## src/rtl/fd_fetch_pkg.sv

```systemverilog
`default_nettype none
// ============================================================================
//  Module      : fd_fetch_pkg
//  Description : Constants and types shared by the fetch stage, the D/X stage
//                and the hazard unit of the five-stage processor.
//  Revision    : 1.0  initial release
// ============================================================================
package fd_fetch_pkg;

  localparam int          PC_W        = 32;
  localparam int          IMEM_AW_DEF = 12;
  localparam logic [31:0] NOP_INSTR   = 32'h0;

  // Fetch state is encoded by {resp_valid, skid_valid}.
  typedef enum logic [1:0] {
    ST_FILL = 2'b00,  // nothing returning from the ROM
    ST_HELD = 2'b01,  // skid holds the next instruction
    ST_RUN  = 2'b10,  // ROM response returning this cycle
    ST_BAD  = 2'b11   // unreachable
  } fetch_state_e;

  typedef struct packed {
    logic [31:0]     instr;
    logic [PC_W-1:0] pc;
  } fd_entry_t;

  // Word-addressed PC: +1 with natural 32-bit wrap.
  function automatic logic [PC_W-1:0] pc_next(input logic [PC_W-1:0] pc);
    return pc + PC_W'(1);
  endfunction

endpackage
`default_nettype wire

```

## src/rtl/fd_fetch_if.sv

```systemverilog
`default_nettype none
// ============================================================================
//  Module      : fd_fetch_if
//  Description : Bundle between the fetch stage and its surroundings: the
//                instruction ROM bus, hazard/redirect controls and the F/D
//                latch outputs.
//  Revision    : 1.0  initial release
//
//  Signals:
//    imem_addr       fetch -> ROM     ROM word address
//    imem_q          ROM   -> fetch   word at previous cycle's address
//    stall           hazard -> fetch  hold F/D and PC
//    redirect        X     -> fetch   taken branch/jump resolved in X
//    redirect_pc     X     -> fetch   redirect target
//    PC_FD           fetch -> D/X     PC of instruction in F/D
//    Instruction_FD  fetch -> D/X     instruction in F/D (nop when invalid)
//    valid_FD        fetch -> D/X     F/D holds a real instruction
// ============================================================================
interface fd_fetch_if
  import fd_fetch_pkg::*;
#(
  parameter int IMEM_AW = IMEM_AW_DEF
) ();

  logic [IMEM_AW-1:0] imem_addr;
  logic [31:0]        imem_q;
  logic               stall;
  logic               redirect;
  logic [PC_W-1:0]    redirect_pc;
  logic [PC_W-1:0]    PC_FD;
  logic [31:0]        Instruction_FD;
  logic               valid_FD;

  // Fetch stage side
  modport master (
    output imem_addr, PC_FD, Instruction_FD, valid_FD,
    input  imem_q, stall, redirect, redirect_pc
  );

  // ROM / hazard unit / downstream side
  modport slave (
    input  imem_addr, PC_FD, Instruction_FD, valid_FD,
    output imem_q, stall, redirect, redirect_pc
  );

endinterface
`default_nettype wire

```

## src/rtl/fd_skid_buffer.sv

```systemverilog
`default_nettype none
// ============================================================================
//  Module      : fd_skid_buffer
//  Description : One-entry {instr, pc, valid} holding register that catches
//                the ROM response arriving while the pipeline is stalled.
//  Revision    : 1.0  initial release
//
//  Ports:
//    clk       in   clock
//    reset     in   asynchronous active-low reset
//    load_i    in   capture entry_i and mark valid
//    clear_i   in   invalidate entry (wins over load_i)
//    entry_i   in   {instr, pc} to capture
//    entry_o   out  held {instr, pc}
//    valid_o   out  entry is valid
// ============================================================================
module fd_skid_buffer
  import fd_fetch_pkg::*;
(
  input  wire logic clk,
  input  wire logic reset,
  input  wire logic load_i,
  input  wire logic clear_i,
  input  wire fd_entry_t entry_i,
  output fd_entry_t entry_o,
  output logic      valid_o
);

  fd_entry_t entry_q, entry_d;
  logic      valid_q, valid_d;

  always_comb begin
    entry_d = entry_q;
    valid_d = valid_q;
    if (clear_i) begin
      valid_d = 1'b0;
    end else if (load_i) begin
      entry_d = entry_i;
      valid_d = 1'b1;
    end
  end

  always_ff @(posedge clk or negedge reset) begin
    if (!reset) begin
      entry_q <= '0;
      valid_q <= 1'b0;
    end else begin
      entry_q <= entry_d;
      valid_q <= valid_d;
    end
  end

  assign entry_o = entry_q;
  assign valid_o = valid_q;

endmodule
`default_nettype wire

```

## src/rtl/fd_fetch.sv

```systemverilog
`default_nettype none
// ============================================================================
//  Module      : fd_fetch
//  Description : Fetch stage and F/D pipeline latch. Holds the PC, drives the
//                synchronous instruction ROM (data one cycle after address),
//                absorbs stalls with a one-entry skid buffer and bubbles on
//                redirects. Priority per edge: redirect > stall > normal.
//  Revision    : 1.0  initial release
//
//  Ports:
//    clk    in   clock, all state updates on rising edge
//    reset  in   asynchronous active-low reset, synchronous release
//    bus    --   fd_fetch_if.master: ROM bus, stall/redirect, F/D outputs
// ============================================================================
module fd_fetch
  import fd_fetch_pkg::*;
#(
  parameter int              IMEM_AW  = IMEM_AW_DEF,
  parameter logic [PC_W-1:0] RESET_PC = 32'd0
) (
  input  wire logic   clk,
  input  wire logic   reset,
  fd_fetch_if.master  bus
);

  logic [PC_W-1:0] fetch_pc_q, fetch_pc_d;
  logic            resp_valid_q, resp_valid_d;
  logic [PC_W-1:0] resp_pc_q, resp_pc_d;
  fd_entry_t       fd_q, fd_d;
  logic            valid_fd_q, valid_fd_d;

  fd_entry_t       resp_entry;
  fd_entry_t       skid_entry;
  logic            skid_valid;
  logic            skid_load;
  logic            skid_clear;
  fetch_state_e    state;

  assign state         = fetch_state_e'({resp_valid_q, skid_valid});
  assign resp_entry    = '{instr: bus.imem_q, pc: resp_pc_q};
  assign bus.imem_addr = fetch_pc_q[IMEM_AW-1:0];

  fd_skid_buffer u_skid (
    .clk     (clk),
    .reset   (reset),
    .load_i  (skid_load),
    .clear_i (skid_clear),
    .entry_i (resp_entry),
    .entry_o (skid_entry),
    .valid_o (skid_valid)
  );

  always_comb begin
    fetch_pc_d   = fetch_pc_q;
    resp_valid_d = 1'b0;
    resp_pc_d    = resp_pc_q;
    fd_d         = fd_q;
    valid_fd_d   = valid_fd_q;
    skid_load    = 1'b0;
    skid_clear   = 1'b0;

    if (bus.redirect) begin
      // Everything in flight is on the wrong path.
      fetch_pc_d = bus.redirect_pc;
      skid_clear = 1'b1;
      fd_d.instr = NOP_INSTR;
      fd_d.pc    = '0;
      valid_fd_d = 1'b0;
    end else if (bus.stall) begin
      // The PC is held so the ROM re-reads the same address; that re-read is
      // dropped (resp_valid_d stays 0). A response already returning is
      // parked in the skid so it is not lost.
      skid_load = (state == ST_RUN);
    end else begin
      skid_clear   = 1'b1;
      fetch_pc_d   = pc_next(fetch_pc_q);
      resp_pc_d    = fetch_pc_q;
      resp_valid_d = 1'b1;
      case (state)
        ST_HELD: begin
          fd_d       = skid_entry;
          valid_fd_d = 1'b1;
        end
        ST_RUN: begin
          fd_d       = resp_entry;
          valid_fd_d = 1'b1;
        end
        default: begin
          fd_d.instr = NOP_INSTR;
          fd_d.pc    = '0;
          valid_fd_d = 1'b0;
        end
      endcase
    end
  end

  always_ff @(posedge clk or negedge reset) begin
    if (!reset) begin
      fetch_pc_q   <= RESET_PC;
      resp_valid_q <= 1'b0;
      resp_pc_q    <= '0;
      fd_q         <= '0;
      valid_fd_q   <= 1'b0;
    end else begin
      fetch_pc_q   <= fetch_pc_d;
      resp_valid_q <= resp_valid_d;
      resp_pc_q    <= resp_pc_d;
      fd_q         <= fd_d;
      valid_fd_q   <= valid_fd_d;
    end
  end

  assign bus.PC_FD          = fd_q.pc;
  assign bus.Instruction_FD = fd_q.instr;
  assign bus.valid_FD       = valid_fd_q;

  // A returning response and a full skid at once would mean one of them is
  // about to be lost.
  a_no_resp_with_skid: assert property (
    @(posedge clk) disable iff (!reset) state != ST_BAD
  );

endmodule
`default_nettype wire

```

## src/flat_wrapper.sv

```systemverilog
// flat-port wrapper written by rule: the top's interface ports become plain ports
module fd_fetch_flat import fd_fetch_pkg::*;
#(
  parameter int              IMEM_AW  = IMEM_AW_DEF,
  parameter logic [PC_W-1:0] RESET_PC = 32'd0
)
  (clk, reset, bus_imem_addr, bus_PC_FD, bus_Instruction_FD, bus_valid_FD, bus_imem_q, bus_stall, bus_redirect, bus_redirect_pc);
  fd_fetch_if #(.IMEM_AW(IMEM_AW)) bus_i ();
  input  wire logic clk;
  input  wire logic reset;
  output wire logic [$bits(bus_i.imem_addr)-1:0] bus_imem_addr;
  output wire logic [$bits(bus_i.PC_FD)-1:0] bus_PC_FD;
  output wire logic [$bits(bus_i.Instruction_FD)-1:0] bus_Instruction_FD;
  output wire logic [$bits(bus_i.valid_FD)-1:0] bus_valid_FD;
  input wire logic [$bits(bus_i.imem_q)-1:0] bus_imem_q;
  input wire logic [$bits(bus_i.stall)-1:0] bus_stall;
  input wire logic [$bits(bus_i.redirect)-1:0] bus_redirect;
  input wire logic [$bits(bus_i.redirect_pc)-1:0] bus_redirect_pc;
  assign bus_imem_addr = bus_i.imem_addr;
  assign bus_PC_FD = bus_i.PC_FD;
  assign bus_Instruction_FD = bus_i.Instruction_FD;
  assign bus_valid_FD = bus_i.valid_FD;
  assign bus_i.imem_q = bus_imem_q;
  assign bus_i.stall = bus_stall;
  assign bus_i.redirect = bus_redirect;
  assign bus_i.redirect_pc = bus_redirect_pc;
  fd_fetch #(.IMEM_AW(IMEM_AW), .RESET_PC(RESET_PC)) u_core (.clk(clk), .reset(reset), .bus(bus_i));
endmodule
```

## config.mk

```make
export PLATFORM = sky130hd
export DESIGN_NAME = fd_fetch_flat
export DESIGN_NICKNAME = d
export VERILOG_FILES = /design/src/rtl/fd_fetch_pkg.sv /design/src/rtl/fd_fetch_if.sv /design/src/rtl/fd_skid_buffer.sv /design/src/rtl/fd_fetch.sv /design/src/flat_wrapper.sv
export SDC_FILE = /design/constraint.sdc
export NUM_CORES = 1
export LEC_CHECK = 0
export ABC_AREA = 1
export ABC_CLOCK_PERIOD_IN_PS = 1750
export CORE_ASPECT_RATIO = 0.7
export CORE_MARGIN = 2
export CORE_UTILIZATION = 40
export CTS_CLUSTER_DIAMETER = 40
export DETAILED_ROUTE_END_ITERATION = 10
export HOLD_SLACK_MARGIN = 0.02
export PLACE_DENSITY = 0.75
export SKIP_CTS_REPAIR_TIMING = 1
export SLEW_MARGIN = 20
export SYNTH_ARGS = -nofsm -noshare
export SYNTH_HDL_FRONTEND = slang
export SYNTH_HIERARCHICAL = 1
export SYNTH_SLANG_ARGS = --single-unit
```

## constraint.sdc

```tcl
create_clock -name clk -period 1.75 [get_ports clk]
set_clock_uncertainty 0.1 [all_clocks]
set_input_delay 0.175 -clock clk [delete_from_list [all_inputs] [get_ports clk]]
set_output_delay 0.175 -clock clk [all_outputs]
set_load 0.02 [all_outputs]
```

==> qor.txt <==
Syn Nets: 1219
critical path depth: 1
GR Overflow Total: 0
area post-placement: 11200 um2
vias in the first global route: 7655
clk slew on worst S/H paths: 0.07 ns
largest net degree at the start of global routing: 65
PwrDens: 898 nW/um2
Cell Rows: 46
Storage cell area: 4890 um2
CTS max path bufs: 2
first-pass GRT wire length: 40500 um
synthesized area: 9340 um2
max incr delay on CP: 0.63 ns
filler instances: 2144
clock sink count: 195
# IOs: 145
Synth warnings: 6
initial antenna violation count: 0
nets: 1368
CTS tree: done
outcome: completed
CTS Root Cell: clkbuf_16
register area share after synthesis: 52.3%
GPL Wtd Cong: 0.940
setup violators final: 0
final hold violation count: 0
worst skew pair latency: 0.43 ns
DRC errors left: 0
arrival time worst endpoint: 1.44 ns
final slew viol count: 0
port bufs: 144
worst slew pin tran: 0.496 ns
highest-count cells in the layout ignoring fill and taps: nand2_1, dfrtp_1, inv_1
kind of critical path: flip-flop to primary output
max cap viols: 0
wire length per cell: 15.5 um
CTS buffer count: 17
via/cell ratio: 5.00
post-DP HPWL: 17200 um
synth-to-layout area growth: 28.4%
ANT nets after route: 0
Relative slew margins: 66.9%
commonest non-fill, non-tap cell in the layout: nand2_1
via count: 8106
top-area cell type share of the netlist area: 52.3%
Die Ht: 132 um
critical path's slowest cell: clkdlybuf4s50_1
depth of the worst register-to-register path: 8
Die ar.: 24600 um2
Finished Layout Cells: 1621
largest cells by area after synthesis: dfrtp_1, nand2_1, nand3_1
LEAKAGE: 5.68 nW
CP Max Fanout: 2
ant diodes: 0
Placed Instances: 1581
Hold Crit Class: input pin to async pin
Total Wirelength: 25100 um
CP bufs+invs: 1
Mapped Cells: 1148
Max Freq: 583 MHz
design area: 12000 um2
Seq cells post-synth: 195
Initial DRC Count: 828
CP Launch Type: flip-flop
required time worst endpoint: 1.47 ns
area of the multi-input gates: 3490 um2
Cell variety after synth: 32
cell taking the most area after synthesis: dfrtp_1
maximum vdd drop: 644 uV
core area: 22800 um2
CP Capture Type: primary output
Tmin final: 1.71 ns
delay-heaviest family, CP: buffers and inverters
level count of the clock H-tree: 4
die width: 187 um
share of cells above drive strength 1: 9.40%
critical path cell sequence: clkdlybuf4s50_1
initial core utilization: 41.0%
GRT Overall Usage: 20.4%
drt pass-1 iters: 5
Tcrit/Tclk final: 98.0%
syn avg cell area: 8.13 um2
[layer usage]
layer / wire length (um) / vias up / global-route usage, %
met1: 12400 / 3813 / 30.8
met5: 0 / - / 0
met4: 299 / 0 / 3.97
li1: - / 3960 / -
met3: 1720 / 34 / 4.18
met2: 10800 / 299 / 30.4
[final timing paths]
kind,startpoint,end,slack [ns]
max,u_core/bus.PC_FD[31],bus_PC_FD[31],0.04
min,reset,u_core/bus.PC_FD[16],0.17
max reg2reg,u_core/fetch_pc_q[1],u_core/fetch_pc_q[30],0.07
min reg2reg,u_core/u_skid/entry_o[47],u_core/u_skid/entry_o[47],0.37
max in group asynchronous,reset,u_core/fetch_pc_q[19],0.77
min in group clk,bus_redirect_pc[1],u_core/fetch_pc_q[1],0.24
[where the power goes]
group	switching [W]	internal, W
combinational	0.000867	0.000621
clock	0.00170	0.00223
sequential	0.000336	0.00501
[area by class of cell]
type | count | share of cell area [%]
flip-flops and latches | 195 | 40.8
multi-input cells | 739 | 29.1
repair buffers | 208 | 17.6
inverters | 136 | 4.26
clock buffers | 21 | 3.92
well taps | 312 | 3.26
clock inverters | 10 | 1.03
[state kept, by name, summed over array words and instances, names as in the netlist]
signal	flops
u_core/bus.Instruction_FD	32
u_core/bus.PC_FD	32
u_core/bus.valid_FD	1
u_core/fetch_pc_q	32
u_core/resp_pc_q	32
u_core/resp_valid_q	1
u_core/u_skid/entry_o	64
u_core/u_skid/valid_o	1
[Yosys cell counts]
cell,count
buf_4,27
o211ai_1,4
nor2_1,52
nand4_1,14
nand3_1,104
ha_1,3
xor2_1,1
inv_1,133
nor2_4,6
o2111ai_1,4
o21ai_1,49
buf_1,2
nand2_2,2
nand3b_1,4
or2_1,1
a21oi_1,18
nor3_2,1
o21ai_0,76
inv_2,3
nand2_1,353
nor2_2,2
a21boi_0,1
o31ai_1,1
a32oi_1,1
a22o_1,33
buf_6,10
clkbuf_1,25
nor3_1,5
buf_2,14
dfrtp_1,195
a31oi_1,3
o311ai_0,1
[through the flow]
stage,hold slack [ns],setup TNS (ns),power (W),utilization (%),worst slack [ns]
2_1_floorplan,-0.221,0,0.00619,-,0.0614
3_3_place_gp,0.0571,-7.55,0.00683,49.3,-0.102
3_5_place_dp,0.0598,-13.44,0.00689,49.3,-0.181
4_1_cts,-0.396,-1.09,0.0108,51.9,-0.186
5_1_grt,0.210,-0.00500,0.0113,52.6,-0.00500
6_report,0.174,0,0.0108,52.6,0.0356
[logic make-up (layout without fill, tap and decap cells)]
| family | count (synthesis) | count (layout) | share of synthesized area (%) |
|---|---|---|---|
| buffers and inverters | 214 | 375 | 10.7 |
| XOR/XNOR | 1 | 1 | 0.0938 |
| flip-flops | 195 | 195 | 52.3 |
| AO/OA/AOI/OAI | 191 | 191 | 12.0 |
| AND/OR/NAND/NOR | 544 | 544 | 24.6 |
| adder cells (fa/ha/maj) | 3 | 3 | 0.402 |
(Power assumes the default switching activity.)
